## src/rtl/pipe_ctrl_unit.sv

```systemverilog
// rtl/pipe_ctrl_unit.sv - ID decode, hazard/forward control and EX/MEM/WB control pipeline
//
// Purpose: decodes op/func in ID, carries control bits through ID/EX, EX/MEM
// and MEM/WB, detects load-use hazards, selects forwarding sources, raises
// branch/jump flushes and halts on an illegal instruction.
//
// Ports:
//   clk, rst            clock, synchronous active-high reset
//   op, func            ID opcode and function field
//   rs, rt, rd          ID register fields
//   rsrtequ             ID compare of forwarded rs/rt operands
//   stall, flush        hold PC and IF/ID / kill instruction in IF
//   pcsource            00 pc+4, 01 branch, 10 jump, 11 trap vector
//   fwda, fwdb          operand source: 00 regfile, 01 EX ALU, 10 MEM ALU, 11 MEM load
//   ex_*, mem_*, wb_*   stage control registers
//   halted              sticky illegal-instruction flag

module pipe_ctrl_unit #(
    parameter int AW      = 5,
    parameter int ALUOP_W = 3,
    parameter int EN_FWD  = 1
) (
    input  logic               clk,
    input  logic               rst,
    input  logic [5:0]         op,
    input  logic [5:0]         func,
    input  logic [AW-1:0]      rs,
    input  logic [AW-1:0]      rt,
    input  logic [AW-1:0]      rd,
    input  logic               rsrtequ,
    output logic               stall,
    output logic               flush,
    output logic [1:0]         pcsource,
    output logic [1:0]         fwda,
    output logic [1:0]         fwdb,
    output logic               ex_wreg,
    output logic               ex_sld,
    output logic               ex_wmem,
    output logic               ex_aluimm,
    output logic               ex_shift,
    output logic               ex_sext,
    output logic [ALUOP_W-1:0] ex_aluop,
    output logic [AW-1:0]      ex_rn,
    output logic               mem_wreg,
    output logic               mem_sld,
    output logic               mem_wmem,
    output logic [AW-1:0]      mem_rn,
    output logic               wb_wreg,
    output logic               wb_sld,
    output logic [AW-1:0]      wb_rn,
    output logic               halted
);

    localparam logic [5:0] OP_ADD   = 6'b000000;
    localparam logic [5:0] OP_LOGIC = 6'b000001;
    localparam logic [5:0] OP_SHIFT = 6'b000010;
    localparam logic [5:0] OP_ADDI  = 6'b000101;
    localparam logic [5:0] OP_ANDI  = 6'b001001;
    localparam logic [5:0] OP_ORI   = 6'b001010;
    localparam logic [5:0] OP_XORI  = 6'b001100;
    localparam logic [5:0] OP_LW    = 6'b001101;
    localparam logic [5:0] OP_SW    = 6'b001110;
    localparam logic [5:0] OP_BEQ   = 6'b001111;
    localparam logic [5:0] OP_BNE   = 6'b010000;
    localparam logic [5:0] OP_J     = 6'b010010;

    localparam logic [5:0] F_ADD = 6'b000001;
    localparam logic [5:0] F_AND = 6'b000001;
    localparam logic [5:0] F_OR  = 6'b000010;
    localparam logic [5:0] F_XOR = 6'b000100;
    localparam logic [5:0] F_SRL = 6'b000010;
    localparam logic [5:0] F_SLL = 6'b000011;

    typedef enum logic {
        S_RUN  = 1'b0,
        S_HALT = 1'b1
    } state_t;

    state_t r_state;
    state_t w_state_nxt;

    logic               r_ex_wreg, r_ex_sld, r_ex_wmem, r_ex_aluimm, r_ex_shift, r_ex_sext;
    logic [ALUOP_W-1:0] r_ex_aluop;
    logic [AW-1:0]      r_ex_rn;
    logic               r_mem_wreg, r_mem_sld, r_mem_wmem;
    logic [AW-1:0]      r_mem_rn;
    logic               r_wb_wreg, r_wb_sld;
    logic [AW-1:0]      r_wb_rn;

    logic               w_legal, w_wreg, w_regrt, w_sld, w_shift, w_aluimm, w_sext, w_wmem;
    logic [2:0]         w_aluop3;
    logic               w_uses_rs, w_uses_rt, w_is_beq, w_is_bne, w_is_j;
    logic [AW-1:0]      w_rn;
    logic               w_wreg_eff;
    logic               w_ex_hit_rs, w_ex_hit_rt, w_mem_hit_rs, w_mem_hit_rt;
    logic               w_loaduse, w_raw, w_hazard, w_bubble;
    logic [1:0]         w_fwda, w_fwdb;

    // Fields are only asserted for a fully matching encoding, so an illegal
    // instruction never claims a source register and cannot trigger a stall.
    always_comb begin
        w_legal   = 1'b0;
        w_wreg    = 1'b0;
        w_regrt   = 1'b0;
        w_sld     = 1'b0;
        w_shift   = 1'b0;
        w_aluimm  = 1'b0;
        w_sext    = 1'b0;
        w_wmem    = 1'b0;
        w_aluop3  = 3'd0;
        w_uses_rs = 1'b0;
        w_uses_rt = 1'b0;
        w_is_beq  = 1'b0;
        w_is_bne  = 1'b0;
        w_is_j    = 1'b0;
        case (op)
            OP_ADD: begin
                if (func == F_ADD) begin
                    w_legal   = 1'b1;
                    w_wreg    = 1'b1;
                    w_uses_rs = 1'b1;
                    w_uses_rt = 1'b1;
                end
            end
            OP_LOGIC: begin
                case (func)
                    F_AND:   begin w_legal = 1'b1; w_aluop3 = 3'd1; end
                    F_OR:    begin w_legal = 1'b1; w_aluop3 = 3'd2; end
                    F_XOR:   begin w_legal = 1'b1; w_aluop3 = 3'd3; end
                    default: ;
                endcase
                w_wreg    = w_legal;
                w_uses_rs = w_legal;
                w_uses_rt = w_legal;
            end
            OP_SHIFT: begin
                case (func)
                    F_SRL:   begin w_legal = 1'b1; w_aluop3 = 3'd4; end
                    F_SLL:   begin w_legal = 1'b1; w_aluop3 = 3'd5; end
                    default: ;
                endcase
                w_wreg    = w_legal;
                w_shift   = w_legal;
                w_uses_rt = w_legal;
            end
            OP_ADDI, OP_ANDI, OP_ORI, OP_XORI: begin
                w_legal   = 1'b1;
                w_wreg    = 1'b1;
                w_regrt   = 1'b1;
                w_aluimm  = 1'b1;
                w_uses_rs = 1'b1;
                w_sext    = (op == OP_ADDI);
                w_aluop3  = (op == OP_ADDI) ? 3'd0 :
                            (op == OP_ANDI) ? 3'd1 :
                            (op == OP_ORI)  ? 3'd2 : 3'd3;
            end
            OP_LW: begin
                w_legal   = 1'b1;
                w_wreg    = 1'b1;
                w_regrt   = 1'b1;
                w_sld     = 1'b1;
                w_aluimm  = 1'b1;
                w_sext    = 1'b1;
                w_uses_rs = 1'b1;
            end
            OP_SW: begin
                w_legal   = 1'b1;
                w_wmem    = 1'b1;
                w_aluimm  = 1'b1;
                w_sext    = 1'b1;
                w_uses_rs = 1'b1;
                w_uses_rt = 1'b1;
            end
            OP_BEQ, OP_BNE: begin
                w_legal   = 1'b1;
                w_sext    = 1'b1;
                w_aluop3  = 3'd6;
                w_uses_rs = 1'b1;
                w_uses_rt = 1'b1;
                w_is_beq  = (op == OP_BEQ);
                w_is_bne  = (op == OP_BNE);
            end
            OP_J: begin
                w_legal  = 1'b1;
                w_aluop3 = 3'd7;
                w_is_j   = 1'b1;
            end
            default: ;
        endcase
    end

    assign w_rn       = w_regrt ? rt : rd;
    assign w_wreg_eff = w_wreg & (w_rn != '0);

    // Stage registers never hold wreg with rn == 0, but a zero source is
    // excluded explicitly so r0 is never forwarded or waited on.
    assign w_ex_hit_rs  = r_ex_wreg  & (r_ex_rn  == rs) & (rs != '0);
    assign w_ex_hit_rt  = r_ex_wreg  & (r_ex_rn  == rt) & (rt != '0);
    assign w_mem_hit_rs = r_mem_wreg & (r_mem_rn == rs) & (rs != '0);
    assign w_mem_hit_rt = r_mem_wreg & (r_mem_rn == rt) & (rt != '0);

    assign w_loaduse = r_ex_sld & ((w_uses_rs & w_ex_hit_rs) | (w_uses_rt & w_ex_hit_rt));
    assign w_raw     = (w_uses_rs & (w_ex_hit_rs | w_mem_hit_rs)) |
                       (w_uses_rt & (w_ex_hit_rt | w_mem_hit_rt));
    assign w_hazard  = (EN_FWD != 0) ? w_loaduse : w_raw;

    // Nearest producer wins: an EX ALU result shadows anything older in MEM.
    always_comb begin
        w_fwda = 2'b00;
        w_fwdb = 2'b00;
        if (EN_FWD != 0) begin
            if (w_ex_hit_rs & ~r_ex_sld)       w_fwda = 2'b01;
            else if (w_mem_hit_rs & r_mem_sld) w_fwda = 2'b11;
            else if (w_mem_hit_rs)             w_fwda = 2'b10;
            if (w_ex_hit_rt & ~r_ex_sld)       w_fwdb = 2'b01;
            else if (w_mem_hit_rt & r_mem_sld) w_fwdb = 2'b11;
            else if (w_mem_hit_rt)             w_fwdb = 2'b10;
        end
    end

    always_comb begin
        w_state_nxt = r_state;
        stall       = 1'b0;
        flush       = 1'b0;
        pcsource    = 2'b00;
        fwda        = w_fwda;
        fwdb        = w_fwdb;
        w_bubble    = 1'b0;
        case (r_state)
            S_RUN: begin
                if (w_hazard) begin
                    // Branch, jump and trap wait for the re-decode.
                    stall    = 1'b1;
                    w_bubble = 1'b1;
                end else if (!w_legal) begin
                    pcsource    = 2'b11;
                    w_bubble    = 1'b1;
                    w_state_nxt = S_HALT;
                end else if ((w_is_beq & rsrtequ) | (w_is_bne & ~rsrtequ)) begin
                    pcsource = 2'b01;
                    flush    = 1'b1;
                end else if (w_is_j) begin
                    pcsource = 2'b10;
                    flush    = 1'b1;
                end
            end
            S_HALT: begin
                stall    = 1'b1;
                w_bubble = 1'b1;
                fwda     = 2'b00;
                fwdb     = 2'b00;
            end
            default: w_state_nxt = S_RUN;
        endcase
    end

    always_ff @(posedge clk) begin
        if (rst) begin
            r_state     <= S_RUN;
            r_ex_wreg   <= 1'b0;
            r_ex_sld    <= 1'b0;
            r_ex_wmem   <= 1'b0;
            r_ex_aluimm <= 1'b0;
            r_ex_shift  <= 1'b0;
            r_ex_sext   <= 1'b0;
            r_ex_aluop  <= '0;
            r_ex_rn     <= '0;
            r_mem_wreg  <= 1'b0;
            r_mem_sld   <= 1'b0;
            r_mem_wmem  <= 1'b0;
            r_mem_rn    <= '0;
            r_wb_wreg   <= 1'b0;
            r_wb_sld    <= 1'b0;
            r_wb_rn     <= '0;
        end else begin
            r_state <= w_state_nxt;
            if (w_bubble) begin
                r_ex_wreg   <= 1'b0;
                r_ex_sld    <= 1'b0;
                r_ex_wmem   <= 1'b0;
                r_ex_aluimm <= 1'b0;
                r_ex_shift  <= 1'b0;
                r_ex_sext   <= 1'b0;
                r_ex_aluop  <= '0;
                r_ex_rn     <= '0;
            end else begin
                r_ex_wreg   <= w_wreg_eff;
                r_ex_sld    <= w_sld;
                r_ex_wmem   <= w_wmem;
                r_ex_aluimm <= w_aluimm;
                r_ex_shift  <= w_shift;
                r_ex_sext   <= w_sext;
                r_ex_aluop  <= ALUOP_W'(w_aluop3);
                r_ex_rn     <= w_rn;
            end
            r_mem_wreg <= r_ex_wreg;
            r_mem_sld  <= r_ex_sld;
            r_mem_wmem <= r_ex_wmem;
            r_mem_rn   <= r_ex_rn;
            r_wb_wreg  <= r_mem_wreg;
            r_wb_sld   <= r_mem_sld;
            r_wb_rn    <= r_mem_rn;
        end
    end

    assign ex_wreg   = r_ex_wreg;
    assign ex_sld    = r_ex_sld;
    assign ex_wmem   = r_ex_wmem;
    assign ex_aluimm = r_ex_aluimm;
    assign ex_shift  = r_ex_shift;
    assign ex_sext   = r_ex_sext;
    assign ex_aluop  = r_ex_aluop;
    assign ex_rn     = r_ex_rn;
    assign mem_wreg  = r_mem_wreg;
    assign mem_sld   = r_mem_sld;
    assign mem_wmem  = r_mem_wmem;
    assign mem_rn    = r_mem_rn;
    assign wb_wreg   = r_wb_wreg;
    assign wb_sld    = r_wb_sld;
    assign wb_rn     = r_wb_rn;
    assign halted    = (r_state == S_HALT);

endmodule

```

## config.mk

```make
export PLATFORM = sky130hd
export DESIGN_NAME = pipe_ctrl_unit
export DESIGN_NICKNAME = d
export VERILOG_FILES = /design/src/rtl/pipe_ctrl_unit.sv
export SDC_FILE = /design/constraint.sdc
export NUM_CORES = 1
export LEC_CHECK = 0
export ABC_AREA = 1
export BUFFER_PORTS_ARGS = -buffer_cell sky130_fd_sc_hd__buf_2
export CORE_ASPECT_RATIO = 1.4
export CORE_UTILIZATION = 52
export DETAILED_ROUTE_END_ITERATION = 8
export HOLD_SLACK_MARGIN = 0.12
export PLACE_DENSITY = 0.92
export SYNTH_ARGS = -nofsm -noshare
export SYNTH_HDL_FRONTEND = slang
export SYNTH_SLANG_ARGS = --single-unit
```

## constraint.sdc

```tcl
create_clock -name clk -period 2.12 [get_ports clk]
set_input_delay 0.106 -clock clk [delete_from_list [all_inputs] [get_ports clk]]
set_output_delay 0.106 -clock clk [all_outputs]
set_load 0.02 [all_outputs]
```

==> results of run 1 <==
-- cells in the mapped netlist, types with 2 or more instances --
cell and count:
a211oi_1 3, a21oi_1 3, clkbuf_1 2, dfxtp_1 30, inv_1 36, inv_2 6, nand2_1 40, nand2_2 7
nand3_1 22, nand3_2 2, nand3b_1 3, nand4_1 2, nor2_1 46, nor2_2 12, nor2_4 7, o21ai_0 11
o22ai_1 6, xor2_1 3
-- through the flow --
stage / setup slack [ns] / cell area (um2)
floorplan: 0.4447 / 1763
global placement: 0.3684 / 2108
detailed placement: 0.3161 / 2108
CTS: 0.1947 / 2205
global route: 0.05301 / 2212
finish: 0.2126 / 2212
-- worst paths after layout --
| path | to |
|---|---|
| hold reg to reg | mem_wmem |
| setup / recovery | flush |
| hold / removal | ex_rn[3] |
| setup reg to reg | ex_aluop[0] |
-- per-layer routing --
layer	vias to the layer above	routed length [um]
li1	958	-
met1	888	1609
met2	88	2499
met3	21	296
met4	0	196
met5	-	0
-- cell families after synthesis --
group                     Yosys count  share of synthesized area
and+or+nand+nor                   146                     0.4173
buffers and inverters              46                     0.1114
AOI/OAI and AO/OA                  31                     0.1107
DFF                                30                     0.3407
xor gates and xnor gates            4                    0.01988
-- worst max-delay path, delay by kind of cell (launching register included) --
kind                   cells  cell delay, ns
and+or+nand+nor            7            0.65
buffers and inverters      2            0.27
AOI/OAI and AO/OA          2            0.26
DFF                        1            0.35
-- registers in the layout, summed over array words and instances (netlist names), 3 cells and up --
signal	count
ex_rn	5
ex_aluop	3
wb_rn	5
mem_rn	5
-- cell type report --
type / count / area [um2]
Multi-Input combinational cell: 181 / 972.2
Timing Repair Buffer: 69 / 355.3
Inverter: 42 / 157.7
Tap cell: 39 / 48.80
Fill cell: 304 / 970.9
Clock buffer: 7 / 76.32
Sequential cell: 30 / 601.8
-- timing repair --
item                                   CTS  global route
setup endpoints to repair                0             3
endpoints found under the hold margin    2             0
resized for setup                        0             2
hold buffers                             2             0
-- power by group through the flow --
stage | clock [uW] | sequential, uW | combinational [uW]
floorplan | 0 | 593 | 110
global placement | 0 | 587 | 178
detailed placement | 0 | 587 | 183
CTS | 426 | 575 | 187
global route | 457 | 575 | 208
finish | 423 | 575 | 188
==> results by group, run 1 <==
Layout
  – Finished Layout Cells: between 300 and 400
  – # nets final: between 300 and 400
  – Share of cells above drive strength 1: 0.3435
  – Antenna diodes: 0
  – P&R area growth vs syn: 25.48%
  – Post-layout util: 0.6950
  – Commonest non-fill, non-tap cell in the layout: buf_2
  – Most frequent cells in the layout: buf_2, nor2_1, nand2_1, inv_1, dfxtp_1

Critical path
  – Crit. Startpoint: ex_rn[4]
  – Startpoint Class: flip-flop
  – Slowest CP cell: dfxtp_1
  – Worst endpoint required time: 2.01 ns
  – WS Path Type: flip-flop to output port
  – Critical path arrival: ~1.8 ns
  – Reg2reg setup slack: between 0.4 and 0.5 ns
  – Crit-path cells: inv_1 -> nand2_1 -> a21oi_1 -> nand3b_1 -> nor2_1 -> nand2_1 -> nand2_1 -> nand2_2 -> o21ai_0 -> nor2_1 -> buf_2
  – RR Startpoint: ex_rn[4]
  – Crit. End Element: output port
  – Worst r2r path cells: 10
  – CP max stage delay: ~0.35 ns
  – Max FO, Critical Path: 4
  – Worst path most repeated cell: nand2_1

Floorplanning
  – Core area: between 3000 and 4000 um2
  – Ports: around 70
  – Die height: between 70 and 80 um
  – DIE WIDTH: 51.21 um
  – Row Count: 24
  – DIE AREA: about 3600 um2
  – Starting density of the core: 0.5539

Clock tree
  – CTS HTree Levels: 2
  – Clk_lat worst skew: about 0.28 ns
  – Num CTS Buffers: 5
  – CTS tree: yes
  – Clk sink count: 30
  – Postcts setup bufs: 0
  – Clock transition at path regs: about 0.060 ns
  – Clock Root Buffer: clkbuf_8
  – CTS Buffer Depth: 2

Yosys
  – Post-synth top area share: 0.3407
  – Post-Synthesis Mean Instance Area: approximately 6.9 um2
  – Post-synth EDFFs: 0
  – Yosys warning count: 0
  – Gate Count Post-Synth: between 200 and 300
  – Netlist cell types: 34
  – Biggest area consumer among synthesized cells: dfxtp_1
  – Syn nets: around 290
  – Seq cells post-synth: 30
  – Synth Cell Area: approximately 1800 um2
  – Primary FF master, synth: dfxtp_1
  – Part of the Yosys area used for sequential elements: 0.3407
  – Ys async rst share: 0
  – Dominant cells by area after synthesis: dfxtp_1, nor2_1, nand2_1

Min path
  – Worst hold start: rd[3]
  – Hold Path Class: primary input to flip-flop
  – Hold path cells: 3

Flow run
  – Max-Cap Viols: 0

Route
  – Post-route ant nets: 0
  – Remaining routing DRC violations: 0
  – Drt wl/cell: between 10 and 15 um
  – Routed vias/inst: about 5.3
  – Starting DRT DRC Count: just over 50
  – Via count: 1955
  – DR pass1 iterations: 4
  – Total routed wirelength: between 4000 and 5000 um

Placed design
  – Global placement routability congestion: just over 0.9
  – Placed insts: ~360
  – I/O Buffers: 67
  – Detailed Place HPWL: ~3700 um

GRT
  – Met1 track demand over resource: 0.2736
  – Global router's overall resource usage: 0.2821
  – Gr busiest metal: met2
  – Met3 usage in global routing: 0.06022
  – GR Util met2: 0.5234
  – Largest net degree at the start of global routing: 18
  – Initial antenna violation count: 0
  – Congestion Overflow GR: 0
  – First-pass GRT wire length: around 7600 um
  – Vias in the first global route: ~1800

STA
  – Max Transition Viols Final: 0
  – Setup Viol. Count Final: 0
  – Post-Route Setup TNS: 0 ns
  – Max Clock Skew: about 0.0052 ns
  – Worst Tran Pin Value: 0.4053 ns
  – Worst hold-check slack: 0.1450 ns
  – RSZ-0062 raised after global routing: no
  – Fin. Hold Viols: 0
  – Slew margin rel.: 0.7295
  – Final period util: 0.8997
  – Max frequency: 524.3 MHz
  – Period minus WS final: roughly 1.9 ns

Power and ir drop
  – Sw Pwr: roughly 320 uW
  – Maximum vdd drop: between 0.4 and 0.5 mV
  – Gate power share: 0.158
  – P_int: 861.1 uW
  – Sequential power share: 0.485
  – Switching share of power: 0.2739
  – Reported leakage power: 0.001149 uW
  – Pwr Density: 536.1 nW/um2
  – Pwr Total: between 1000 and 1500 uW
  – Clk network pwr share: 0.357

Status
  – Outcome: finished, final reports clean
(Power assumes the default switching activity.)
==> inputs of run 2 (changes only) <==
--- a/config.mk
+++ b/config.mk
@@ -12,6 +12,7 @@
 export DETAILED_ROUTE_END_ITERATION = 8
 export HOLD_SLACK_MARGIN = 0.12
 export PLACE_DENSITY = 0.92
+export REMOVE_ABC_BUFFERS = 1
 export SYNTH_ARGS = -nofsm -noshare
 export SYNTH_HDL_FRONTEND = slang
 export SYNTH_SLANG_ARGS = --single-unit
==> constraint.sdc (replaced) <==
create_clock -name clk -period 2.12 [get_ports clk]
set_input_delay 0.106 -clock clk [delete_from_list [all_inputs] [get_ports clk]]
set_output_delay 0.106 -clock clk [all_outputs]
set_load 0.1 [all_outputs]
==> results by group, run 2 (synthesis results as in run 1) <==
Critical path
  – Worst r2r path cells: 9
  – Worst endpoint required time: approximately 2 ns
  – Reg2reg setup slack: approximately 0.47 ns
  – CP max stage delay: 0.38 ns
  – Worst path most repeated cell: nand2_1
  – Crit. End Element: output port
  – Setup crit end: pcsource[0]
  – Startpoint Class: flip-flop
  – Max FO, Critical Path: 3
  – Crit-path cells: inv_1 -> o21ai_0 -> nor2_1 -> nand3_1 -> o21bai_2 -> nand2_1 -> nand2_2 -> nand2_1 -> nor2_2 -> buf_6
  – Reg2reg end: ex_rn[2]
  – WS Path Type: flip-flop to output port
  – Slowest CP cell: dfxtp_1
  – RR Startpoint: ex_rn[2]
  – Critical path arrival: roughly 1.9 ns
  – Crit. Startpoint: ex_rn[2]

GRT
  – Vias in the first global route: between 1500 and 2000
  – Initial antenna violation count: 0
  – First-pass GRT wire length: ~7500 um
  – Largest net degree at the start of global routing: 17
  – Global router's overall resource usage: 0.2774
  – Congestion Overflow GR: 0

Layout
  – Fill count: 287
  – Antenna diodes: 0
  – # nets final: roughly 360
  – Commonest non-fill, non-tap cell in the layout: buf_2
  – Most frequent cells in the layout: buf_2, nor2_1, nand2_1, inv_1, dfxtp_1
  – Share of cells above drive strength 1: 0.3495
  – P&R area growth vs syn: 26.97%

Placed design
  – Global placement routability congestion: approximately 0.92
  – I/O Buffers: between 60 and 70
  – Worst slack at placement: about 0.24 ns
  – Detailed Place HPWL: around 3600 um

Route
  – DR pass1 iterations: 4
  – Starting DRT DRC Count: 43
  – Remaining routing DRC violations: 0
  – Via count: 1948
  – Post-route ant nets: 0
  – Total routed wirelength: between 4000 and 5000 um
  – Routed vias/inst: ~5.3
  – Drt wl/cell: between 10 and 15 um

Clock tree
  – CTS Buffer Depth: 2
  – Clock transition at path regs: around 0.060 ns
  – Num CTS Buffers: 5
  – CTS tree: yes
  – Clock Root Buffer: clkbuf_8
  – Clk sink count: 30
  – CTS HTree Levels: 2
  – Clk_lat worst skew: about 0.28 ns
  – Hold_buf cts: 0

STA
  – Slew margin rel.: 0.6711
  – RSZ-0062 raised after global routing: no
  – Max frequency: a little over 500 MHz
  – Period minus WS final: between 1.5 and 2 ns
  – Max Transition Viols Final: 0
  – Final setup margin: 0.1379 ns
  – Max Clock Skew: ~0.0015 ns
  – Setup Viol. Count Final: 0
  – Fin. Hold Viols: 0
  – Final period util: 0.9350
  – Worst Tran Pin Value: about 0.5 ns

Floorplanning
  – Core area: between 3000 and 4000 um2
  – Row Count: 24
  – Ports: slightly below 70
  – DIE AREA: about 3600 um2
  – Die height: 70.90 um
  – Starting density of the core: 0.5539
  – DIE WIDTH: 51.21 um

Flow run
  – Max-Cap Viols: 0

Power and ir drop
  – Pwr Density: 562.1 nW/um2
  – Maximum vdd drop: 0.4160 mV
  – Reported leakage power: between 0.001 and 0.0015 uW
  – Pwr Total: 1258 uW

Status
  – Outcome: finished, final reports clean

Min path
  – Hold Path Class: primary input to flip-flop
run 2: metal layers:
layer | vias up | routed length [um] | global-route usage
met3 | 20 | 257 | 0.06022
met2 | 92 | 2491 | 0.5117
li1 | 954 | - | -
met4 | 0 | 163 | 0.1862
met5 | - | 0 | 0
met1 | 882 | 1629 | 0.2633
run 2: where the power goes:
part           internal [uW]  switching (uW)  leakage, uW
Sequential               569            4.82     0.000243
Combinational           74.5             193     0.000875
Clock                    225             192    0.0000383
Total                    869             389      0.00116
run 2: timing repair:
item / CTS / global route
setup endpoints to repair: 3 / 4
setup buffers: 0 / 0
endpoints found under the hold margin: 0 / 0
resized for setup: 3 / 7
run 2: worst max-delay path, delay by kind of cell (launching register included):
kind	cells	cell delay [ns]
AOI/OAI and AO/OA	2	0.28
and+or+nand+nor	6	0.60
DFF	1	0.38
buffers and inverters	2	0.33
run 2: area by class of cell:
type                            count  area (um2)  area share
Clock buffer                        7       76.32     0.03410
Sequential cell                    30       601.8      0.2689
Multi-Input combinational cell    181       968.4      0.4326
Inverter                           42       157.7     0.07043
Tap cell                           39       48.80     0.02180
Timing Repair Buffer               69       385.4      0.1722
run 2: worst min-delay path by stage:
stage / from / depth (start not counted) / endpoint
2_1_floorplan: rst / 1 / halted
3_3_place_gp: rd[0] / 3 / ex_rn[0]
3_5_place_dp: rd[1] / 3 / ex_rn[1]
4_1_cts: rd[1] / 3 / ex_rn[1]
5_1_grt: rd[0] / 3 / ex_rn[0]
6_report: rd[1] / 3 / ex_rn[1]
run 2: through the flow:
step	cells	setup TNS [ns]	area, um2	hold WS, ns	util
final	368	0	2238	0.1319	0.7032
after global routing	368	0	2238	0.1233	0.7032
after CTS	368	0	2222	0.1278	0.6981
after detailed placement	361	0	2138	0.4132	0.6718
after global placement	361	0	2138	0.4050	0.6718
after floorplan	253	-8.493	1724	0.1751	-
